$ cat config.mk
export PLATFORM = sky130hd
export DESIGN_NAME = tx_packet_scheduler
export DESIGN_NICKNAME = d
export VERILOG_FILES = /design/src/rtl/tx_packet_scheduler.sv
export SDC_FILE = /design/constraint.sdc
export NUM_CORES = 1
export LEC_CHECK = 0
export CORE_MARGIN = 2
export CORE_UTILIZATION = 51
export DETAILED_ROUTE_END_ITERATION = 16
export PLACE_DENSITY = 0.8
export RECOVER_POWER = 100
export SYNTH_ARGS = -nofsm -noshare
export SYNTH_HDL_FRONTEND = slang
export SYNTH_SLANG_ARGS = --single-unit
$ cat constraint.sdc
create_clock -name clk -period 2.4 [get_ports clk]
set_clock_uncertainty 0.1 [all_clocks]
set_input_delay 0.6 -clock clk [delete_from_list [all_inputs] [get_ports clk]]
set_output_delay 0.6 -clock clk [all_outputs]
set_load 0.05 [all_outputs]
$ cat src/rtl/tx_packet_scheduler.sv
// rtl/tx_packet_scheduler.sv - two-channel round-robin scheduler feeding the transmit packetizer
module tx_packet_scheduler #(
   parameter int GAP_CYCLES     = 4,
   parameter int TIMEOUT_CYCLES = 65535
) (
   input  logic        clk,
   input  logic        rst_n,
   input  logic [1:0]  req,
   input  logic [15:0] req_len0,
   input  logic [15:0] req_len1,
   input  logic [1:0]  req_bpsk,
   output logic [1:0]  grant,
   output logic        src_sel,
   output logic [15:0] pkt_length,
   output logic        pkt_is_bpsk,
   output logic        pkt_en,
   input  logic        hdr_vld,
   input  logic        tx_tvalid,
   input  logic        tx_tready,
   input  logic        tx_tlast,
   output logic        busy,
   output logic        pkt_done,
   output logic        err_abort,
   output logic        err_zero_len
);

   typedef enum logic [2:0] {IDLE, LOAD, WAIT_HDR, BUSY, GAP} state_t;

   // Terminal counts: the gap counter and timeout counter both start at 0.
   localparam logic [15:0] GAP_LAST     = 16'(GAP_CYCLES - 1);
   localparam logic [15:0] TIMEOUT_LAST = 16'(TIMEOUT_CYCLES - 1);

   state_t      state;
   logic        last_served;
   logic [15:0] gap_cnt;
   logic [15:0] to_cnt;

   logic        win;
   logic [15:0] win_len;
   logic        tlast_acc;
   logic        to_hit;

   assign tlast_acc = tx_tvalid & tx_tready & tx_tlast;
   assign to_hit    = (to_cnt == TIMEOUT_LAST);

   // Round-robin pick: a lone requester wins, on a tie the channel not served last wins.
   always_comb begin
      win = req[1];
      if (req == 2'b11) begin
         win = ~last_served;
      end
      win_len = win ? req_len1 : req_len0;
   end

   // Packet sequencer with all outputs registered.
   always_ff @(posedge clk) begin
      if (!rst_n) begin
         state        <= IDLE;
         last_served  <= 1'b1;
         gap_cnt      <= '0;
         to_cnt       <= '0;
         grant        <= 2'b00;
         src_sel      <= 1'b0;
         pkt_length   <= '0;
         pkt_is_bpsk  <= 1'b1;
         pkt_en       <= 1'b0;
         busy         <= 1'b0;
         pkt_done     <= 1'b0;
         err_abort    <= 1'b0;
         err_zero_len <= 1'b0;
      end else begin
         grant        <= 2'b00;
         pkt_done     <= 1'b0;
         err_abort    <= 1'b0;
         err_zero_len <= 1'b0;
         case (state)
            IDLE: begin
               if (req != 2'b00) begin
                  grant       <= win ? 2'b10 : 2'b01;
                  src_sel     <= win;
                  pkt_length  <= win_len;
                  pkt_is_bpsk <= req_bpsk[win];
                  last_served <= win;
                  if (win_len == 16'd0) begin
                     // Nothing to send: drop the request and stay idle.
                     err_zero_len <= 1'b1;
                  end else begin
                     state  <= LOAD;
                     pkt_en <= 1'b1;
                     busy   <= 1'b1;
                  end
               end
            end
            LOAD: begin
               state  <= WAIT_HDR;
               to_cnt <= '0;
            end
            WAIT_HDR, BUSY: begin
               if (state == BUSY && tlast_acc) begin
                  // A tlast on the timeout cycle still completes the packet normally.
                  state    <= GAP;
                  pkt_done <= 1'b1;
                  pkt_en   <= 1'b0;
                  gap_cnt  <= '0;
               end else if (to_hit) begin
                  state     <= GAP;
                  err_abort <= 1'b1;
                  pkt_en    <= 1'b0;
                  gap_cnt   <= '0;
               end else begin
                  to_cnt <= to_cnt + 16'd1;
                  if (state == WAIT_HDR && hdr_vld) begin
                     state <= BUSY;
                  end
               end
            end
            GAP: begin
               if (gap_cnt == GAP_LAST) begin
                  state <= IDLE;
                  busy  <= 1'b0;
               end else begin
                  gap_cnt <= gap_cnt + 16'd1;
               end
            end
            default: begin
               state  <= IDLE;
               pkt_en <= 1'b0;
               busy   <= 1'b0;
            end
         endcase
      end
   end

endmodule

[Word level (Yosys, flattened, before mapping)]
Index checks and enable logic that the tools add are counted.
Operators by class
  $add $sub $neg: 2
  order comparisons: 1
  eq/ne operators: 15
  mux-type cells: 29
  bitwise operators: 7
  reductions and logical operators: 19
Operators by type and width (number)
  $mux 16: 6
  $pmux 16 s2: 2
  $add 16x1->16 const B: 2
  $mux 3: 6
  $eq 16x16->1 const B: 1
  $eq 16x2->1 const B: 1
  $logic_not 16->1: 1
  $ne 2x2->1 const B: 6
  $pmux 3 s4: 1
  $reduce_and 4->1: 3
  $mux 1: 11
  $reduce_and 3->1: 3
  $eq 3x2->1 const B: 2
  $pmux 1 s3: 2
  $reduce_bool 2->1: 3
  $reduce_or 3->1: 2
  $not 1->1: 5
  $ne 4x4->1 const B: 1
  $reduce_and 2->1: 2
  $reduce_or 2->1: 2
  $eq 3x1->1 const B: 1
  $eq 3x3->1 const B: 1
  $logic_not 3->1: 1
  $ne 3x3->1 const B: 1
  5 further kinds: 7
Storage, ports and cells
  bits in registers: 61
  output and inout port bits: 25

[Depth between registers and ports, before layout]
Gate-level depths: netlist of run 1.
  depth in word-level cells: 7
  depth in mapped cells: 10
  mapped depth without buffers: 7

[Worst setup path before layout of run 1]
OpenSTA, ideal clock, no wires.
  path kind: flip-flop to flip-flop
  from: register to_cnt[2]
  to: register gap_cnt[7]
  library setup time: 0.127 ns
  arrival: 1.813 ns
  data required time: 2.173 ns
  path slack: 0.360 ns
  stages on the path, launching flop included: 10
  path through: dfxtp_1 -> clkbuf_1 -> nand3_1 -> or4_1 -> buf_6 -> a21o_1 -> buf_4 -> buf_4 -> nand2_1 -> mux2i_1
Between the ends
  longest elaborated chain between the ends: 3
RTL lines
  start: declaration: RTL line 36  | logic [15:0] to_cnt;
  start signal: assignment: RTL line 111  | to_cnt <= to_cnt + 16'd1;
  $eq 16x16->1: RTL line 44  | assign to_hit = (to_cnt == TIMEOUT_LAST);
  $ne 3x3->1 (no source line)
  $reduce_and 3->1 (no source line)
  end signal: assignment: RTL line 122  | gap_cnt <= gap_cnt + 16'd1;
  end: declaration: RTL line 35  | logic [15:0] gap_cnt;
Every way passes these cells.
A chain may end at the register's enable or synchronous reset.

[Worst setup path in the final report of run 1]
  from: register pkt_length[13]
  to: output port pkt_length[13]
RTL lines
  start: declaration: RTL line 14  | output logic [15:0] pkt_length,
  start signal: assignment: RTL line 81  | pkt_length <= win_len;
No word-level cell between the ends.

==> flow_summary.json, run 1 <==
{
  "status": "finished, final reports clean",
  "fp.coreArea_sq_um": 5956,
  "start_util_pct": 52.82,
  "nNetsFinal": 482,
  "place_hpwl_um": 5893,
  "maxSlewHeadroom_pct": 58.61,
  "worstReg2RegStart": "to_cnt[10]",
  "cp_data_arrival_time_ps": 1620,
  "synth_top_family_by_area": "simple AND/OR/NAND/NOR gates",
  "clk_latency_ps": 350,
  "finalCriticalPeriod_ps": 2323,
  "n_fill_cell": 482,
  "vdd_drop_max_mv": 0.5099,
  "grt_pass1_vias": 2882,
  "path_buf_inv": 1,
  "worst_path_max_delay_cell": "dlygate4sd3_1",
  "synth_area_sq_um": 3146,
  "critPathMaxStageDelay_ps": 890,
  "ant_nets": 0,
  "path_max_fanout": 2,
  "synth_compound_area_share_pct": 19.13,
  "worstHoldPathType": "reg -> reg",
  "crit_path_end_kind": "output port",
  "synth_flop_cell": "dfxtp_1",
  "layout_commonest_cell": "dfxtp_1",
  "hold_ws_ps": 376.0,
  "p_per_area_nw_per_um2": 689.7,
  "cts_tree": "built",
  "utilization_pct": 70.40,
  "synth_mux_area_share_pct": 8.592,
  "holdBufCountCts": 0,
  "fp.dieW_um": 82.54,
  "vias": 3067,
  "rsz0062_at_grt": "no",
  "finalSetupViolations": 0,
  "grt_use_total_pct": 25.15,
  "maxCapViolations": 0,
  "crit_type": "reg -> out",
  "cts_htree_levels": 3,
  "drt_iter0_markers": 182,
  "clk_pin_slew_ps": 70,
  "antenna_found_initial": 0,
  "synth_seq_area_share_pct": 38.82,
  "rows": 28,
  "vias_per_cell": 5.932,
  "cts_setup_buffers": 0,
  "yosys.area_share.adder_pct": 1.193,
  "yosysTopAreaCell": "dfxtp_1",
  "drc": 0,
  "ys_ff_latch": 61,
  "area_delta_synth_final_pct": 33.29,
  "p_total_mw": 2.892,
  "synth_edf_count": 0,
  "netlist-cell-type-count": 47,
  "drt_wl_total_um": 8180,
  "async_flop_share_pct": 0,
  "synth_area_leaders": "dfxtp_1 39%, mux2i_1 8.6%, nand2_1 6.1%",
  "cp-startpoint": "pkt_length[13]",
  "fin_ws_ps": 76.82,
  "synth-simple-area-share_pct": 27.41,
  "required_ps": 1700,
  "drtPass1Iterations": 5,
  "post_drt_wl_per_cell_um": 15.82,
  "path_cells": "dlygate4sd3_1",
  "yosys_warnings": 0,
  "startpoint_type": "flip-flop",
  "maxSlewViolCount": 0,
  "place.gp.congestion": 0.8792,
  "layout_common_cells": "61 x dfxtp_1, 51 x nand2_1, 38 x clkdlybuf4s50_1, 28 x dlygate4sd3_1, 27 x mux2i_1",
  "tightestPinTransition_ps": 620.9,
  "port-buffer-count": 66,
  "avgSynthCellArea_sq_um": 8.713,
  "syn_nets": 406,
  "die-height_um": 82.54,
  "cts_buffers": 9,
  "grt.overflow.total": 0,
  "synth_xor_area_share_pct": 1.671,
  "hold_violations": 0,
  "fmax_ghz": 0.4304,
  "grt_first_pass_wirelength_um": 13030,
  "io-pin-count": 67,
  "drive_gt1_share_pct": 9.276,
  "grt_max_degree": 33,
  "synth_top_area_share_pct": 38.82,
  "min-delay-start": "pkt_en",
  "final.period_utilization_pct": 96.80,
  "synth_cells": 361,
  "clock-sinks": 61,
  "cts.path.max_buffers": 2,
  "cts-root-buf": "clkbuf_8",
  "p_leak_nw": 1.769,
  "crit_family": "buffers and inverters",
  "dieArea_sq_um": 6812,
  "antennaDiodeCount": 0,
  "place_ws_ps": -53.58
}
where the power goes:
group,switching [mW],internal (mW)
registers,0.0487,1.08
clock network,0.428,0.716
logic,0.386,0.237
total,0.862,2.03
Yosys cell counts (5+ instances only):
cell / count
mux2i_1: 27
a21oi_1: 15
o211a_1: 18
o21ai_1: 9
or4_1: 5
o21ai_0: 10
clkbuf_1: 11
nand2_1: 51
nor2_1: 16
nor4_1: 13
nor3_1: 8
and3_1: 8
or3_1: 9
and2_1: 5
nand2b_1: 10
nand3_1: 10
dfxtp_1: 61
nand4_1: 15
final timing paths:
path | to | slack (ps) | cells past startpoint
max reg2reg | gap_cnt[15] | 100 | 6
min reg2reg | pkt_en | 380 | 1
min | pkt_en | 380 | 1
max | pkt_length[13] | 80 | 1
kinds of logic (layout without fill, tap and decap cells):
kind of cell             Yosys count  in the layout
flip-flops                        61             61
AND/OR/NAND/NOR                  162            162
XOR/XNOR                           6              6
multiplexers                      27             27
AO/OA/AOI/OAI                     80             80
adder cells (fa/ha/maj)            3              3
buffers and inverters             22            103
per-stage QoR:
step	TNS, ps	cell area [sq um]	instances
3_3_place_gp	-12.64	3949	501
3_5_place_dp	-159.8	3949	501
5_1_grt	0	4193	517
6_report	0	4193	517
4_1_cts	0	4197	517
2_1_floorplan	0	3146	361
area by class of cell:
| class | instances | area [sq um] | area share (%) |
|---|---|---|---|
| timing repair buffer | 83 | 777.0 | 18.53 |
| clock inverter | 6 | 110.1 | 2.626 |
| clock buffer | 10 | 137.6 | 3.283 |
| sequential | 61 | 1221 | 29.13 |
| inverter | 4 | 15.01 | 0.3581 |
| multi-input combinational | 278 | 1838 | 43.84 |
| tap | 75 | 93.84 | 2.238 |
layer usage:
layer,up-vias,share of wire [%],GRT usage [%]
met5,-,0,0
met4,0,2.5,11.80
met3,19,7.8,7.065
met2,112,48,43.95
met1,1432,41,28.15
li1,1504,-,-
what timing repair did:
action / in CTS / in global routing
setup endpoints to repair: 0 / 7
resized for setup: 0 / 1
endpoints found under the hold margin: 0 / 0
state kept, by name (all words and copies together), names as in the netlist:
name and cells:
pkt_is_bpsk 1, pkt_en 1, state 3, pkt_length 16, err_abort 1, last_served 1, gap_cnt 16, pkt_done 1
to_cnt 16, src_sel 1, grant 2, busy 1, err_zero_len 1
(Power assumes the default switching activity.)
==> inputs of run 2 (changes only) <==
CAP_MARGIN = 20   (was default)
SLEW_MARGIN = 5   (was default)
==> results of run 2 <==
The final DEF is identical to that of run 1; final timing and power are the same.
